--- src/rtl/cpu_types_pkg.sv ---
// Shared pipeline types: word/register widths, the EX/MEM sequencer state,
// and the packed payload held by the EX/MEM latch.
package cpu_types_pkg;

    localparam int unsigned WORD_W     = 32;
    localparam int unsigned REG_W      = 5;
    localparam int unsigned STALLCNT_W = 32;

    typedef logic [WORD_W-1:0] word_t;
    typedef logic [REG_W-1:0]  regbits_t;

    typedef enum logic [1:0] {
        IDLE     = 2'd0,
        MEM_WAIT = 2'd1,
        HALTED   = 2'd2
    } exmem_state_t;

    // Everything the EX/MEM latch carries from execute to memory.
    typedef struct packed {
        word_t    npc;
        word_t    aluout;
        word_t    rdat2;
        regbits_t wsel;
        logic     regw;
        logic     dren;
        logic     dwen;
        logic     jump;
        logic     halt;
    } exmem_latch_t;

endpackage

--- src/rtl/exmem.sv ---
// EX/MEM pipeline latch with dcache request sequencer.
// Latches execute results when permitted, issues a single load/store to the
// dcache and stalls upstream until dhit, and freezes permanently on HALT.
// Ports:
//   CLK, nRST            clock, async active-low reset
//   enable, flush        hazard-unit advance permission / bubble request
//   *_i                  execute-stage results and control
//   dhit, dmemload       dcache completion and load data
//   *_o, dload_o         latched values and captured load data
//   dmemREN/WEN/addr/store  dcache request
//   mem_stall, halted    upstream hold, sticky halt
//   stall_cnt            MEM_WAIT cycle count (only with EXMEM_STALLCNT_EN)
module exmem
    import cpu_types_pkg::*;
(
    input  logic     CLK,
    input  logic     nRST,
    input  logic     enable,
    input  logic     flush,
    input  word_t    npc_i,
    input  word_t    aluout_i,
    input  word_t    rdat2_i,
    input  regbits_t wsel_i,
    input  logic     RegW_i,
    input  logic     DRen_i,
    input  logic     DWen_i,
    input  logic     jump_i,
    input  logic     halt_i,
    input  logic     dhit,
    input  word_t    dmemload,
    output word_t    npc_o,
    output word_t    aluout_o,
    output word_t    rdat2_o,
    output regbits_t wsel_o,
    output logic     RegW_o,
    output logic     DRen_o,
    output logic     DWen_o,
    output logic     jump_o,
    output logic     halt_o,
    output word_t    dload_o,
    output logic     dmemREN,
    output logic     dmemWEN,
    output word_t    dmemaddr,
    output word_t    dmemstore,
    output logic     mem_stall,
`ifdef EXMEM_STALLCNT_EN
    output logic [STALLCNT_W-1:0] stall_cnt,
`endif
    output logic     halted
);

    exmem_state_t state, state_n;
    exmem_latch_t lat, lat_n, lat_in;
    logic         pend_flush, pend_flush_n;
    word_t        dload_n;
    logic         halt_hold;

    assign lat_in = '{npc: npc_i, aluout: aluout_i, rdat2: rdat2_i,
                      wsel: wsel_i, regw: RegW_i, dren: DRen_i,
                      dwen: DWen_i, jump: jump_i, halt: halt_i};

    // State, latch and registered request/status outputs.
    // Request strobes and status are registered from the next state so they
    // line up exactly with the cycles the sequencer spends in each state.
    always_ff @(posedge CLK or negedge nRST) begin
        if (!nRST) begin
            state      <= IDLE;
            lat        <= '0;
            pend_flush <= 1'b0;
            dload_o    <= '0;
            dmemREN    <= 1'b0;
            dmemWEN    <= 1'b0;
            mem_stall  <= 1'b0;
            halted     <= 1'b0;
        end else begin
            state      <= state_n;
            lat        <= lat_n;
            pend_flush <= pend_flush_n;
            dload_o    <= dload_n;
            dmemREN    <= (state_n == MEM_WAIT) && lat_n.dren;
            dmemWEN    <= (state_n == MEM_WAIT) && lat_n.dwen;
            mem_stall  <= (state_n != IDLE);
            halted     <= (state_n == HALTED);
        end
    end

    // Next-state, latch advance and load capture.
    always_comb begin
        state_n      = state;
        lat_n        = lat;
        pend_flush_n = pend_flush;
        dload_n      = dload_o;
        halt_hold    = 1'b0;
        case (state)
            IDLE: begin
                // A latched halt with no memory op stops the pipe; the latch
                // must not advance past it, or the halt would be lost.
                halt_hold = lat.halt && !lat.dren && !lat.dwen;
                if (halt_hold) begin
                    state_n = HALTED;
                end else if (enable) begin
                    if (flush || pend_flush) begin
                        lat_n        = '0;
                        pend_flush_n = 1'b0;
                    end else begin
                        lat_n = lat_in;
                        if (DRen_i || DWen_i) begin
                            state_n = MEM_WAIT;
                        end
                    end
                end
            end
            MEM_WAIT: begin
                // The access is never cancelled; a flush is remembered for
                // the next advance instead.
                if (flush) begin
                    pend_flush_n = 1'b1;
                end
                if (dhit) begin
                    if (lat.dren) begin
                        dload_n = dmemload;
                    end
                    state_n = IDLE;
                end
            end
            HALTED: begin
                state_n = HALTED;
            end
            default: begin
                state_n = IDLE;
            end
        endcase
    end

`ifdef EXMEM_STALLCNT_EN
    // Saturating count of cycles spent waiting on the dcache.
    always_ff @(posedge CLK or negedge nRST) begin
        if (!nRST) begin
            stall_cnt <= '0;
        end else if (state == MEM_WAIT && stall_cnt != '1) begin
            stall_cnt <= stall_cnt + STALLCNT_W'(1);
        end
    end
`endif

    assign npc_o     = lat.npc;
    assign aluout_o  = lat.aluout;
    assign rdat2_o   = lat.rdat2;
    assign wsel_o    = lat.wsel;
    assign RegW_o    = lat.regw;
    assign DRen_o    = lat.dren;
    assign DWen_o    = lat.dwen;
    assign jump_o    = lat.jump;
    assign halt_o    = lat.halt;
    assign dmemaddr  = lat.aluout;
    assign dmemstore = lat.rdat2;

endmodule

--- config.mk ---
export PLATFORM = sky130hd
export DESIGN_NAME = exmem
export DESIGN_NICKNAME = d
export VERILOG_FILES = /design/src/rtl/cpu_types_pkg.sv /design/src/rtl/exmem.sv
export SDC_FILE = /design/constraint.sdc
export NUM_CORES = 1
export LEC_CHECK = 0
export CAP_MARGIN = 20
export CORE_AREA = 4 4 135 137
export DETAILED_ROUTE_END_ITERATION = 8
export DIE_AREA = 0 0 139 141
export PLACE_DENSITY = 0.85
export SYNTH_ARGS = -nofsm -noshare
export SYNTH_HDL_FRONTEND = slang
export SYNTH_SLANG_ARGS = --single-unit
--- constraint.sdc ---
create_clock -name CLK -period 3.32 [get_ports CLK]
set_clock_uncertainty 0.15 [all_clocks]
set_input_delay 0.83 -clock CLK [delete_from_list [all_inputs] [get_ports CLK]]
set_output_delay 0.83 -clock CLK [all_outputs]
set_load 0.01 [all_outputs]
* Word level (Yosys, flattened, before mapping)
Index checks and enable logic that the tools add are counted.
Storage, ports and cells: register bits after elaboration 145, bits in latches 0, bits in writable memories 0, memory bits (read-only) 0, input bits 143, output and inout bits 206, word-level logic and storage cells 54, memories 0
Cells by class: add/subtract/negate cells 0, multipliers 0, divide/modulo/power cells 0, magnitude comparators 0, equality and inequality tests 8, shift-type cells 0, multiplexer cells 15, bitwise logic cells 1, reduce and logical (&&, ||, !) cells 14
Operators with widths (count):
- 106-bit two-way mux | 1
- 4-bit two-way mux | 3
- 2-bit two-way mux | 5
- 2-bit inequality test (second input constant) | 4
- 2-bit case mux with 3 select lines | 1
- 3-bit AND reduction | 2
- 5-bit AND reduction | 1
- 2-bit by 1-bit equality test with 1-bit output (second input constant) | 2
- 2-bit equality test (second input constant) | 2
- 1-bit logical AND | 4
- 1-bit two-way mux | 4
- 2-bit nonzero test | 2
- 1-bit logical NOT | 2
- 2-bit logical NOT | 1
- 1-bit logical OR | 2
- 1-bit case mux with 2 select lines | 1
- 1-bit NOT | 1

* Longest topological paths before layout
Gate-level depths: netlist (run 1).
depth after elaboration 8, mapped depth 7, gate-level depth less buffers 3

* Worst setup path after synthesis (run 1)
OpenSTA, ideal clock, no wires.
kind input to register, from input port enable, to register lat (netlist bit aluout_o[0]), setup time 0.079 ns, data arrival time 1.903 ns, required time 3.091 ns, setup slack 1.188 ns, stages on the path 6, buffers on the path 3, cell sequence or3b_1 -> buf_2 -> nor2_8 -> buf_12 -> buf_12 -> mux2i_1
On the way: word-level cells in the longest chain between the ends 1
RTL lines:
- start: declaration | line exmem.sv:18 | input logic enable,
- 3-bit AND reduction (no source line)
- end signal: assignment | line exmem.sv:77 | lat <= lat_n;
- end: declaration | line exmem.sv:53 | exmem_latch_t lat, lat_n, lat_in;
Every way passes these cells. A chain may end at the register's enable or synchronous reset.

* Final worst setup path (run 1)
from input port enable, to register lat (netlist bit aluout_o[23])
Same word-level chain as after synthesis.

==> results of run 1 <==
-- through the flow --
step / setup slack, ns / utilization [%] / hold slack, ns / total power [mW] / cell area (um^2)
2_1_floorplan: 1.19 / - / 0.318 / 4.85 / 6750
3_3_place_gp: 0.357 / 58.7 / 0.336 / 6.75 / 10000
3_5_place_dp: 0.273 / 58.7 / 0.342 / 6.85 / 10000
4_1_cts: 0.720 / 62.0 / 0.130 / 8.74 / 10600
5_1_grt: 0.643 / 62.0 / 0.147 / 9.10 / 10600
6_report: 0.712 / 62.0 / 0.146 / 8.60 / 10600
-- cell usage in the layout (no fill, tap or decap), types with 4 or more instances in the layout --
cell type        Yosys  final
inv_1              103    103
nand2_1            109    109
clkinv_2             0      4
clkbuf_16            0     17
mux2i_1            103    103
inv_6                0      4
mux2_2              32     32
buf_12               8      8
dfrtp_1            145    145
buf_4               67      8
clkdlybuf4s50_1      0    347
nor2_1               5      4
-- kinds of logic after synthesis --
group	count (synthesis)
AOI/OAI and AO/OA	13
buffers and inverters	194
DFF	145
muxes	135
and+or+nand+nor	126
-- synthesized netlist by cell type --
master and number:
a211oi_1 2, a21oi_1 2, a22o_1 2, a31o_2 1
a31oi_1 1, and4_1 1, buf_12 8, buf_2 6
buf_4 67, clkbuf_1 10, dfrtp_1 145, inv_1 103
mux2_2 32, mux2i_1 103, nand2_1 109, nand3_1 2
nand4_1 1, nor2_1 5, nor2_8 1, nor2b_1 2
nor3b_1 1, nor3b_2 1, o21a_1 1, o21ai_0 3
o31ai_1 1, or2_2 1, or3b_1 1, or3b_2 1
-- flip-flops by register name, summed over array words and instances (netlist names), 2 cells and up --
name,count
wsel_o,5
dmemstore,32
dload_o,32
npc_o,32
aluout_o,32
state,2
-- layer usage --
layer / global-route usage (%) / vias up / share of wire (%)
met4: 5.61 / 0 / 2.1
li1: - / 2436 / -
met5: 0 / - / 0
met3: 7.67 / 28 / 8.6
met2: 32.8 / 230 / 51
met1: 22.2 / 2449 / 39
-- where the power goes --
part           switching, mW  internal, mW
registers              0.455          2.41
logic                   1.63          2.29
clock network          0.790          1.04
-- cell type report --
type	instances	area, um^2	area share (%)
well taps	225	282	2.66
clock buffers	17	425	4.02
clock inverters	15	134	1.27
repair buffers	364	3700	35.0
inverters	103	387	3.66
flip-flops and latches	145	3630	34.3
multi-input cells	274	2020	19.1
-- worst max-delay path, cell delays in order --
cell             delay (ns)
clkdlybuf4s50_1        0.50
or3b_1                 0.54
nor2_8                 0.43
buf_12                 0.25
mux2i_1                0.22
-- worst paths after layout --
kind | start | to | slack (ns)
worst min-delay path | nRST | dload_o[10] | 0.15
worst min register to register | dload_o[4] | dload_o[4] | 0.35
min in group CLK | dload_o[4] | dload_o[4] | 0.35
worst max-delay path | enable | aluout_o[23] | 0.71
worst max register to register | state[1] | aluout_o[23] | 1.14
max in group asynchronous | nRST | dmemstore[14] | 2.23
==> metrics, run 1 <==
status=complete, no violations; first-pass GRT wire length=29600 um; Period Utilization, post-route=78.5%; maximum number of pins on one net before global-route repair=63; Synth Area in Compound Gates=1.30%; Slew HR=62.2%; RSZ-0062 raised after global routing=no; drt initial violations=158; distinct cell type count after synthesis=28; DP HPWL=14100 um; synthesized area=6750 um^2; synthesized netlist net count=756; mux contribution to synthesized area=20.6%; core area=17100 um^2; Total GRT Usage=19.1%; simple-gate share of the synthesized area=7.84%; Clock Path Buffers=2; Yosys warning count=0; drt drc=0; I/O pin cnt=349; worst hold-check path type=in2async; Final Hold Fails=0; final cell count without fillers=1143; setup bufs post-CTS=0; top post-synthesis cells by area=dfrtp_1 (54%), mux2i_1 (15%), buf_4 (7.4%), nand2_1 (6.1%), inv_1 (5.7%); 1st-pass router iterations=4; Worst R2R Path Depth=4; maximum capacitance violations=0; die height=141 um; WS Path Type=in2reg; Startpoint Class=primary input; Resized cells post-CTS=0; maximum vdd drop=0.000422 V; final WL=18800 um; CTS sink count=145; Worst EP arrival=2.79 ns; area leader, netlist=dfrtp_1; Req. time, crit path=3.50 ns; drt wl/cell=16.4 um; Hold-fix buffers, CTS=0; Num CTS Buffers=17; Die W=139 um; Buffers on Ports=348; fraction of layout instances using a drive strength above 1=9.48%; sequential area share after synthesis=53.7%; Post-DRT Antenna Nets=0; via count=5143; initial antenna violation count=0; Yosys top cell area share=53.7%; minimum clock period=2.61 ns; Site Rows=48; CTS tree=done; XOR/XNOR Fraction of Synth Area=0%; Die ar.=19600 um^2; Filler cells=1408; routability cong.=0.821; combinational family with the most area after synthesis=multiplexers; post-route setup TNS=0 ns; top fanout value on the critical path=19; P&R area growth vs syn=56.6%; Post-Synth Adder-Cell Area=0%; cells after synthesis=613; maximum clock rate=0.383 GHz; CP Capture Type=flop; Post-Place Cells=1111; Final Setup Violations=0; worst skew pair latency=0.41 ns; Root Buffer=clkbuf_16; syn avg cell area=11.0 um^2; Pleak=4.66 nW; pwr/cell area=813 nW/um^2; register bit total from synthesis=145; vias in the first global route=5514; H-Tree Level Count=4; Ant. Diodes=0; clk slew on worst S/H paths=0.06 ns; Via density=4.50; Final Slew Violations=0; Overflow after GRT=0; slew of the pin with the lowest slew margin=0.564 ns; Starting Density=39.6%; Layout Nets=1048
No activity file was read; power rests on OpenSTA's default activity.
==> run 2: changes to the inputs <==
--- a/config.mk
+++ b/config.mk
@@ -6,10 +6,10 @@
 export NUM_CORES = 1
 export LEC_CHECK = 0
 export CAP_MARGIN = 20
-export CORE_AREA = 4 4 135 137
+export CORE_MARGIN = 4
+export CORE_UTILIZATION = 40
 export DETAILED_ROUTE_END_ITERATION = 8
-export DIE_AREA = 0 0 139 141
-export PLACE_DENSITY = 0.85
+export PLACE_DENSITY = 0.86
 export SYNTH_ARGS = -nofsm -noshare
 export SYNTH_HDL_FRONTEND = slang
 export SYNTH_SLANG_ARGS = --single-unit
==> constraint.sdc (replaced) <==
create_clock -name CLK -period 2.6 [get_ports CLK]
set_clock_uncertainty 0.15 [all_clocks]
set_input_delay 0.65 -clock CLK [delete_from_list [all_inputs] [get_ports CLK]]
set_output_delay 0.65 -clock CLK [all_outputs]
set_load 0.01 [all_outputs]
==> metrics, run 2 (synthesis gave the netlist of run 1 again) <==
pwr/cell area=1040 nW/um^2 (+28%); first-pass GRT wire length=28300 um (-4.6%); Final Slew Violations=0 (unchanged); drt initial violations=146 (-7.6%); fraction of layout instances using a drive strength above 1=10.2% (+0.69 points); Critical R2R Launch=state[1]; Hold-fix buffers, CTS=0 (unchanged); worst skew pair latency=0.42 ns (about the same); most frequent cells in the layout=clkdlybuf4s50_1 (347), dfrtp_1 (145), nand2_1 (109), inv_1 (103), mux2i_1 (103); Resized cells post-CTS=0 (unchanged); worst path bufs/invs=1 (-1); Layout Nets=1055 (+0.67%); final cell count without fillers=1145 (+0.17%); Num CTS Buffers=17 (unchanged); setup bufs post-CTS=0 (unchanged); minimum clock period=2.34 ns; P&R area growth vs syn=58.5%; max incr delay on CP=0.64 ns (+0.10 ns); 1st-pass router iterations=4 (unchanged); RSZ-0062 raised after global routing=no; I/O pin cnt=349 (unchanged); r2r endpoint=dmemstore[19]; Site Rows=47 (-2.1%); most common cell after layout, fill and taps aside=clkdlybuf4s50_1; Multi-input gate area=2020 um^2 (unchanged); slowest CP cell=clkdlybuf4s50_1; Final Hold Fails=0 (unchanged); Period Utilization, post-route=90.1%; cell family with the largest share of critical-path delay=buffers and inverters; die height=138 um (-2.2%); maximum number of pins on one net before global-route repair=60 (-4.8%); Slew HR=62.8% (+0.54 points); Total GRT Usage=19.2% (+0.060 points); Via density=4.56 (+1.4%); Starting Density=40.7% (+1.1 points); via count=5225 (+1.6%); Worst R2R Path Depth=5 (+1); Buffers on Ports=348 (unchanged); Overflow after GRT=0 (unchanged); Die ar.=19000 um^2 (-2.9%); H-Tree Level Count=4 (unchanged); DP HPWL=14300 um (+1.1%); Worst EP arrival=1.54 ns (-1.25 ns); flop-to-flop setup slack=0.68 ns (-0.46 ns); vias in the first global route=5588 (+1.3%); Filler cells=1265 (-10%); design area=10700 um^2 (+1.2%); critical path cell sequence=clkdlybuf4s50_1; routability cong.=0.758 (-7.8%); Pleak=4.74 nW (+1.6%); Die W=138 um (-0.76%); CTS tree=done; final WL=18600 um (-0.65%); WS Path Type=reg2out; drt drc=0 (unchanged); Root Buffer=clkbuf_16; CP Capture Type=output port; Final Setup Violations=0 (unchanged); clk slew on worst S/H paths=0.06 ns (about the same); initial antenna violation count=0 (unchanged); status=complete, no violations; Register Area=3630 um^2 (unchanged); Req. time, crit path=1.80 ns (-1.70 ns); drt wl/cell=16.3 um (-0.82%); Clock Path Buffers=2 (unchanged); Post-Place Cells=1113 (+0.18%); top fanout value on the critical path=7 (-12); Post-DRT Antenna Nets=0 (unchanged); final core utilization=64.6% (+2.6 points); placed cell area=10100 um^2 (+1.1%); maximum vdd drop=0.000511 V (+21%); slew of the pin with the lowest slew margin=0.556 ns (-0.00809 ns); Overall Power=11.2 mW (+30%); Startpoint Class=flop; maximum capacitance violations=0 (unchanged); core area=16600 um^2 (-2.8%); worst hold-check path type=in2async; Ant. Diodes=0 (unchanged); CTS sink count=145 (unchanged); maximum clock rate=0.427 GHz
## run 2: area by class of cell
type                       count  share of cell area (%)
timing repair buffer         371                    35.7
inverter                     103                    3.61
tap                          220                    2.57
sequential                   145                    33.9
clock buffer                  17                    3.97
multi-input combinational    274                    18.8
clock inverter                15                    1.46
## run 2: how the worst max path moves through the flow
| stage | startpoint | depth (start not counted) | to |
|---|---|---|---|
| after CTS | DRen_o | 1 | DRen_o |
| final | DRen_o | 1 | DRen_o |
| after global routing | DRen_o | 1 | DRen_o |
| after global placement | enable | 6 | dmemstore[9] |
| after detailed placement | enable | 6 | npc_o[22] |
| after floorplan | enable | 6 | aluout_o[0] |
## run 2: where the power goes
group | switching [mW] | internal (mW)
Sequential | 0.587 | 3.07
Clock | 1.12 | 1.29
Combinational | 2.10 | 3.00
## run 2: per-stage QoR
step           worst slack (ns)  setup TNS [ns]  hold WS [ns]
6_report                  0.257               0        0.0143
5_1_grt                   0.197               0        0.0248
4_1_cts                   0.240               0        0.0131
3_5_place_dp           -0.00670         -0.0174         0.343
3_3_place_gp             0.0747               0         0.337
2_1_floorplan             0.648               0         0.204
## run 2: layer usage
metal	part of all wire [%]	track usage, %
met1	36	20.6
met2	50	33.3
met3	11	7.84
met4	2.9	8.07
met5	0	0
==> run 3: changes to the inputs <==
--- a/config.mk
+++ b/config.mk
@@ -9,7 +9,7 @@
 export CORE_MARGIN = 4
 export CORE_UTILIZATION = 40
 export DETAILED_ROUTE_END_ITERATION = 8
-export PLACE_DENSITY = 0.86
+export PLACE_DENSITY = 0.82
 export SYNTH_ARGS = -nofsm -noshare
 export SYNTH_HDL_FRONTEND = slang
 export SYNTH_SLANG_ARGS = --single-unit
==> constraint.sdc (replaced) <==
create_clock -name CLK -period 2.6 [get_ports CLK]
set_clock_uncertainty 0.15 [all_clocks]
set_input_delay 0.52 -clock CLK [delete_from_list [all_inputs] [get_ports CLK]]
set_output_delay 0.52 -clock CLK [all_outputs]
set_load 0.01 [all_outputs]
==> metrics, run 3 (synthesis gave the netlist of run 1 again) <==
Die ar.=19000 um^2 (unchanged); core area=16600 um^2 (unchanged); routability cong.=0.763 (+0.78%); slowest CP cell=clkdlybuf4s50_1; Critical path origin=DRen_o; Clk pwr share=21.6% (about the same); worst skew pair latency=0.41 ns (about the same); Layout Nets=1047 (-0.76%); CP Capture Type=output port; worst path bufs/invs=1 (unchanged); Worst EP arrival=1.52 ns (-0.02 ns); clk slew on worst S/H paths=0.07 ns (about the same); 1st-pass router iterations=5 (+1); Final Hold Fails=0 (unchanged); Num CTS Buffers=17 (unchanged); Multi-input gate area=2020 um^2 (unchanged); maximum number of pins on one net before global-route repair=56 (-6.7%); setup bufs post-CTS=0 (unchanged); Slew HR=60.8% (-2.0 points); Final Slew Violations=0 (unchanged); most frequent cells in the layout=clkdlybuf4s50_1 (347), dfrtp_1 (145), nand2_1 (109), inv_1 (103), mux2i_1 (103); WS Path Type=reg2out; Clock Path Buffers=2 (unchanged); final core utilization=63.9% (-0.63 points); Filler cells=1333 (+5.4%); Site Rows=47 (unchanged); part of the power in registers=33.3% (+0.6 points); slew of the pin with the lowest slew margin=0.585 ns (+0.0292 ns); DP HPWL=14300 um (about the same); flop-to-flop setup slack=0.66 ns (-0.02 ns); Startpoint Class=flop; Die W=138 um (unchanged); RSZ-0062 raised after global routing=no; top fanout value on the critical path=7 (unchanged); Internal=7.34 mW (-0.39%); initial antenna violation count=0 (unchanged); Ant. Diodes=0 (unchanged); Via density=4.52 (-0.86%); status=complete, no violations; pwr/cell area=1040 nW/um^2 (-0.26%); Overflow after GRT=0 (unchanged); fraction of layout instances using a drive strength above 1=9.27% (-0.89 points); H-Tree Level Count=4 (unchanged); final WL=18900 um (+1.5%); Req. time, crit path=1.93 ns (+0.13 ns); Post-Place Cells=1104 (-0.81%); Critical R2R Launch=state[1]; Comb power frac=45.1% (-0.6 points); post-route setup TNS=0 ns (unchanged); minimum clock period=2.19 ns (-0.149 ns); CTS sink count=145 (unchanged); first-pass GRT wire length=28300 um (about the same); Place WS=0.0825 ns (+0.0892 ns); final cell count without fillers=1137 (-0.70%); switching share of total power=33.5% (-0.56 points); Hold-fix buffers, CTS=1 (+1); P&R area growth vs syn=57.0%; drt initial violations=213 (+46%); Sw Pwr=3.70 mW (-2.8%); placed cell area=10000 um^2 (-1.0%); design area=10600 um^2 (-0.97%); I/O pin cnt=349 (unchanged); vias in the first global route=5320 (-4.8%); max incr delay on CP=0.63 ns (about the same); Total GRT Usage=19.4% (+0.23 points); Post-DRT Antenna Nets=0 (unchanged); Hold Crit Start=dload_o[4]; maximum capacitance violations=0 (unchanged); maximum clock rate=0.456 GHz (+6.8%); Buffers on Ports=348 (unchanged); Root Buffer=clkbuf_16; Pleak=4.68 nW (-1.2%); Resized cells post-CTS=0 (unchanged); Starting Density=40.7% (unchanged); worst hold-check path type=reg2reg; cell family with the largest share of critical-path delay=buffers and inverters; Period Utilization, post-route=84.4% (-5.7 points); Final Setup Violations=0 (unchanged); Final WS setup=0.406 ns (+0.149 ns); critical path cell sequence=clkdlybuf4s50_1; drt wl/cell=16.6 um (+2.2%); drt drc=0 (unchanged); most common cell after layout, fill and taps aside=clkdlybuf4s50_1; via count=5144 (-1.6%); die height=138 um (unchanged); maximum vdd drop=0.000488 V (-4.5%); Register Area=3630 um^2 (unchanged); CTS tree=done
-- run 3: layout make-up --
type                            instances  share of cell area, %
Clock buffer                           17                   4.01
Inverter                              103                   3.65
Multi-Input combinational cell        274                   19.0
Tap cell                              220                   2.60
Timing Repair Buffer                  363                   35.1
Clock inverter                         15                   1.39
Sequential cell                       145                   34.2
-- run 3: worst paths after layout --
path                                       to  depth (start not counted)
worst max-delay path                   DRen_o                          1
worst min-delay path               dload_o[4]                          1
worst max register to register   aluout_o[29]                          4
worst min register to register     dload_o[4]                          1
max in group asynchronous         dload_o[29]                          3
min in group asynchronous       dmemstore[21]                          2
-- run 3: metrics by stage --
step,hold WS [ns],total power [mW]
2_1_floorplan,0.0744,6.19
6_report,0.355,11.0
3_5_place_dp,0.342,8.75
5_1_grt,0.363,11.7
4_1_cts,0.356,11.2
3_3_place_gp,0.336,8.63
-- run 3: metal layers --
| layer | vias to the layer above | share of wire (%) | GRT usage [%] |
|---|---|---|---|
| li1 | 2426 | - | - |
| met1 | 2457 | 37 | 22.7 |
| met2 | 234 | 50 | 32.8 |
| met3 | 27 | 10 | 7.69 |
| met4 | 0 | 1.9 | 5.98 |
| met5 | - | 0 | 0 |
-- run 3: power by group through the flow --
| stage | clock (mW) | combinational [mW] | sequential [mW] |
|---|---|---|---|
| after detailed placement | 0 | 5.05 | 3.70 |
| after CTS | 2.45 | 5.06 | 3.68 |
| final | 2.38 | 4.98 | 3.68 |
| after global placement | 0 | 4.94 | 3.69 |
| after global routing | 2.56 | 5.36 | 3.79 |
| after floorplan | 0 | 2.23 | 3.96 |
==> RTL edit, RTL diff (settings of run 3) <==
The option `EXMEM_STALLCNT_EN` is turned on by a define.
--- a/src/rtl/exmem.sv
+++ b/src/rtl/exmem.sv
@@ -11,4 +11,6 @@
 //   mem_stall, halted    upstream hold, sticky halt
 //   stall_cnt            MEM_WAIT cycle count (only with EXMEM_STALLCNT_EN)
+`define EXMEM_STALLCNT_EN
+
 module exmem
     import cpu_types_pkg::*;
Formal check against the unedited RTL (old outputs only; new: stall_cnt): equivalent (equiv_simple and equiv_induct, registers matched by name and starting in step).
==> RTL edit against run 3 <==
  * Sequential cell count up 32
  * Count of clock-buffer cells in the layout rose by 2
  * Power grew 10%
  * Setup slack worse by 0.079 ns
  * Cell area is 13% higher
  * Critical endpoint is now stall_cnt[30]
  * Register-to-register slack worse by 0.33 ns
  * Largest power group unchanged
  * Area after synthesis increased by 15%
  * Routed wire length is 32% higher
==> RTL edit: results (changes against run 3) <==
metric;value;unit;change
status;finished, final reports clean;;
worst reg2reg path startpoint;stall_cnt[0];;
Slowest-stage cell, CP;dfrtp_1;;
hold path depth;2;;+1
max incr delay on CP;0.48;ns;-0.15 ns
Post-Syn Instances;757;;+23%
Hold EP;npc_o[5];;
post-route worst setup slack;0.327;ns;-0.0788 ns
clk pwr;2.50;mW;+5%
bufs w/o clock;399;;+9.9%
hpwl dp;18.9;mm;+32%
Avg WL per Cell;18.6;um;+12%
post-synthesis sequential area ratio;0.570;;+0.0331
Setup CP Type;flop to flop;;
dpl ws;0.166;ns;+0.0836 ns
routed metal-1 wirelength;9.30;mm;+31%
met3 global-route usage;0.0790;;+0.00204
clock-cell share of area;0.0473;;-0.00672
routability cong.;0.868;;+14%
non-clk buf share;0.337;;-0.0146
Met3 Wirelength;2.03;mm;+4.6%
fillers;1523;;+14%
largest net degree at the start of global routing;74;;+32%
sequential cell count;177;;+22%
Rows;50;;+6.4%
Reg power frac;0.356;;+0.023
Placed Instances;1313;;+19%
drt initial violations;382;;+79%
# diodes;2;;+2
vias in the first global route;6885;;+29%
DR WL met2;12.8;mm;+34%
Setup crit end;stall_cnt[30];;
#MultiIn Comb;475;;+73%
post-synthesis cell type count;48;;+71%
fin nets;1217;;+16%
CP arrival;2.42;ns;+0.90 ns
slew margin rel.;0.634;;+0.0254
Inverters, non-clock;3;;-97%
IO Port Bufs;380;;+9.2%
first-pass GRT wire length;39.3;mm;+39%
synth cell count leaders;nand2_1, dfrtp_1, nand3_1, buf_4, mux2_1;;
met2 Usage GRT;0.388;;+0.0599
GRT Total Usage;0.230;;+0.0356
HP Start;npc_o[5];;
via count;6637;;+29%
initial antenna violation count;2;;+2
fraction of area in multi-input gates;0.219;;+0.0294
leak pwr;5.60;nW;+20%
ys async rst share;1.00;;unchanged
total power;12.2;mW;+10%
Syn Nets;901;;+19%
clk_buf instances;19;;+2
via/cell ratio;4.93;;+8.9%
Sw Ratio;0.350;;+0.0148
Area after DPL;0.0114;mm^2;+14%
==> RTL edit: cell count changes in the layout (fill, tap and decap cells not counted), moves of 6 or more <==
cell                    run 3  this run
mux2_2                     32         3
inv_1                     103         3
and3_1                      0         7
xnor2_1                     0        18
clkdlybuf4s50_1           347       379
dfrtp_1                   145       177
nand2_1                   109       216
nand4_1                     1        12
buf_4                       4        10
nand3_1                     2       120
mux2i_1                   103         1
mux2_1                      0        32
==> RTL edit: logic make-up after synthesis <==
| kind of cell | synth area share |
|---|---|
| simple gates | 0.239 |
| flops | 0.570 |
| buf+inv | 0.0917 |
| mux | 0.0520 |
| xor+xnor | 0.0259 |
| compound gates | 0.0197 |
| fa+ha+maj | 0.00161 |
==> RTL edit: timing repair <==
item / in CTS / in global routing
gates resized for setup: 0 / 0
hold endpoints to repair: 49 / 0
hold buffers: 1 / 0
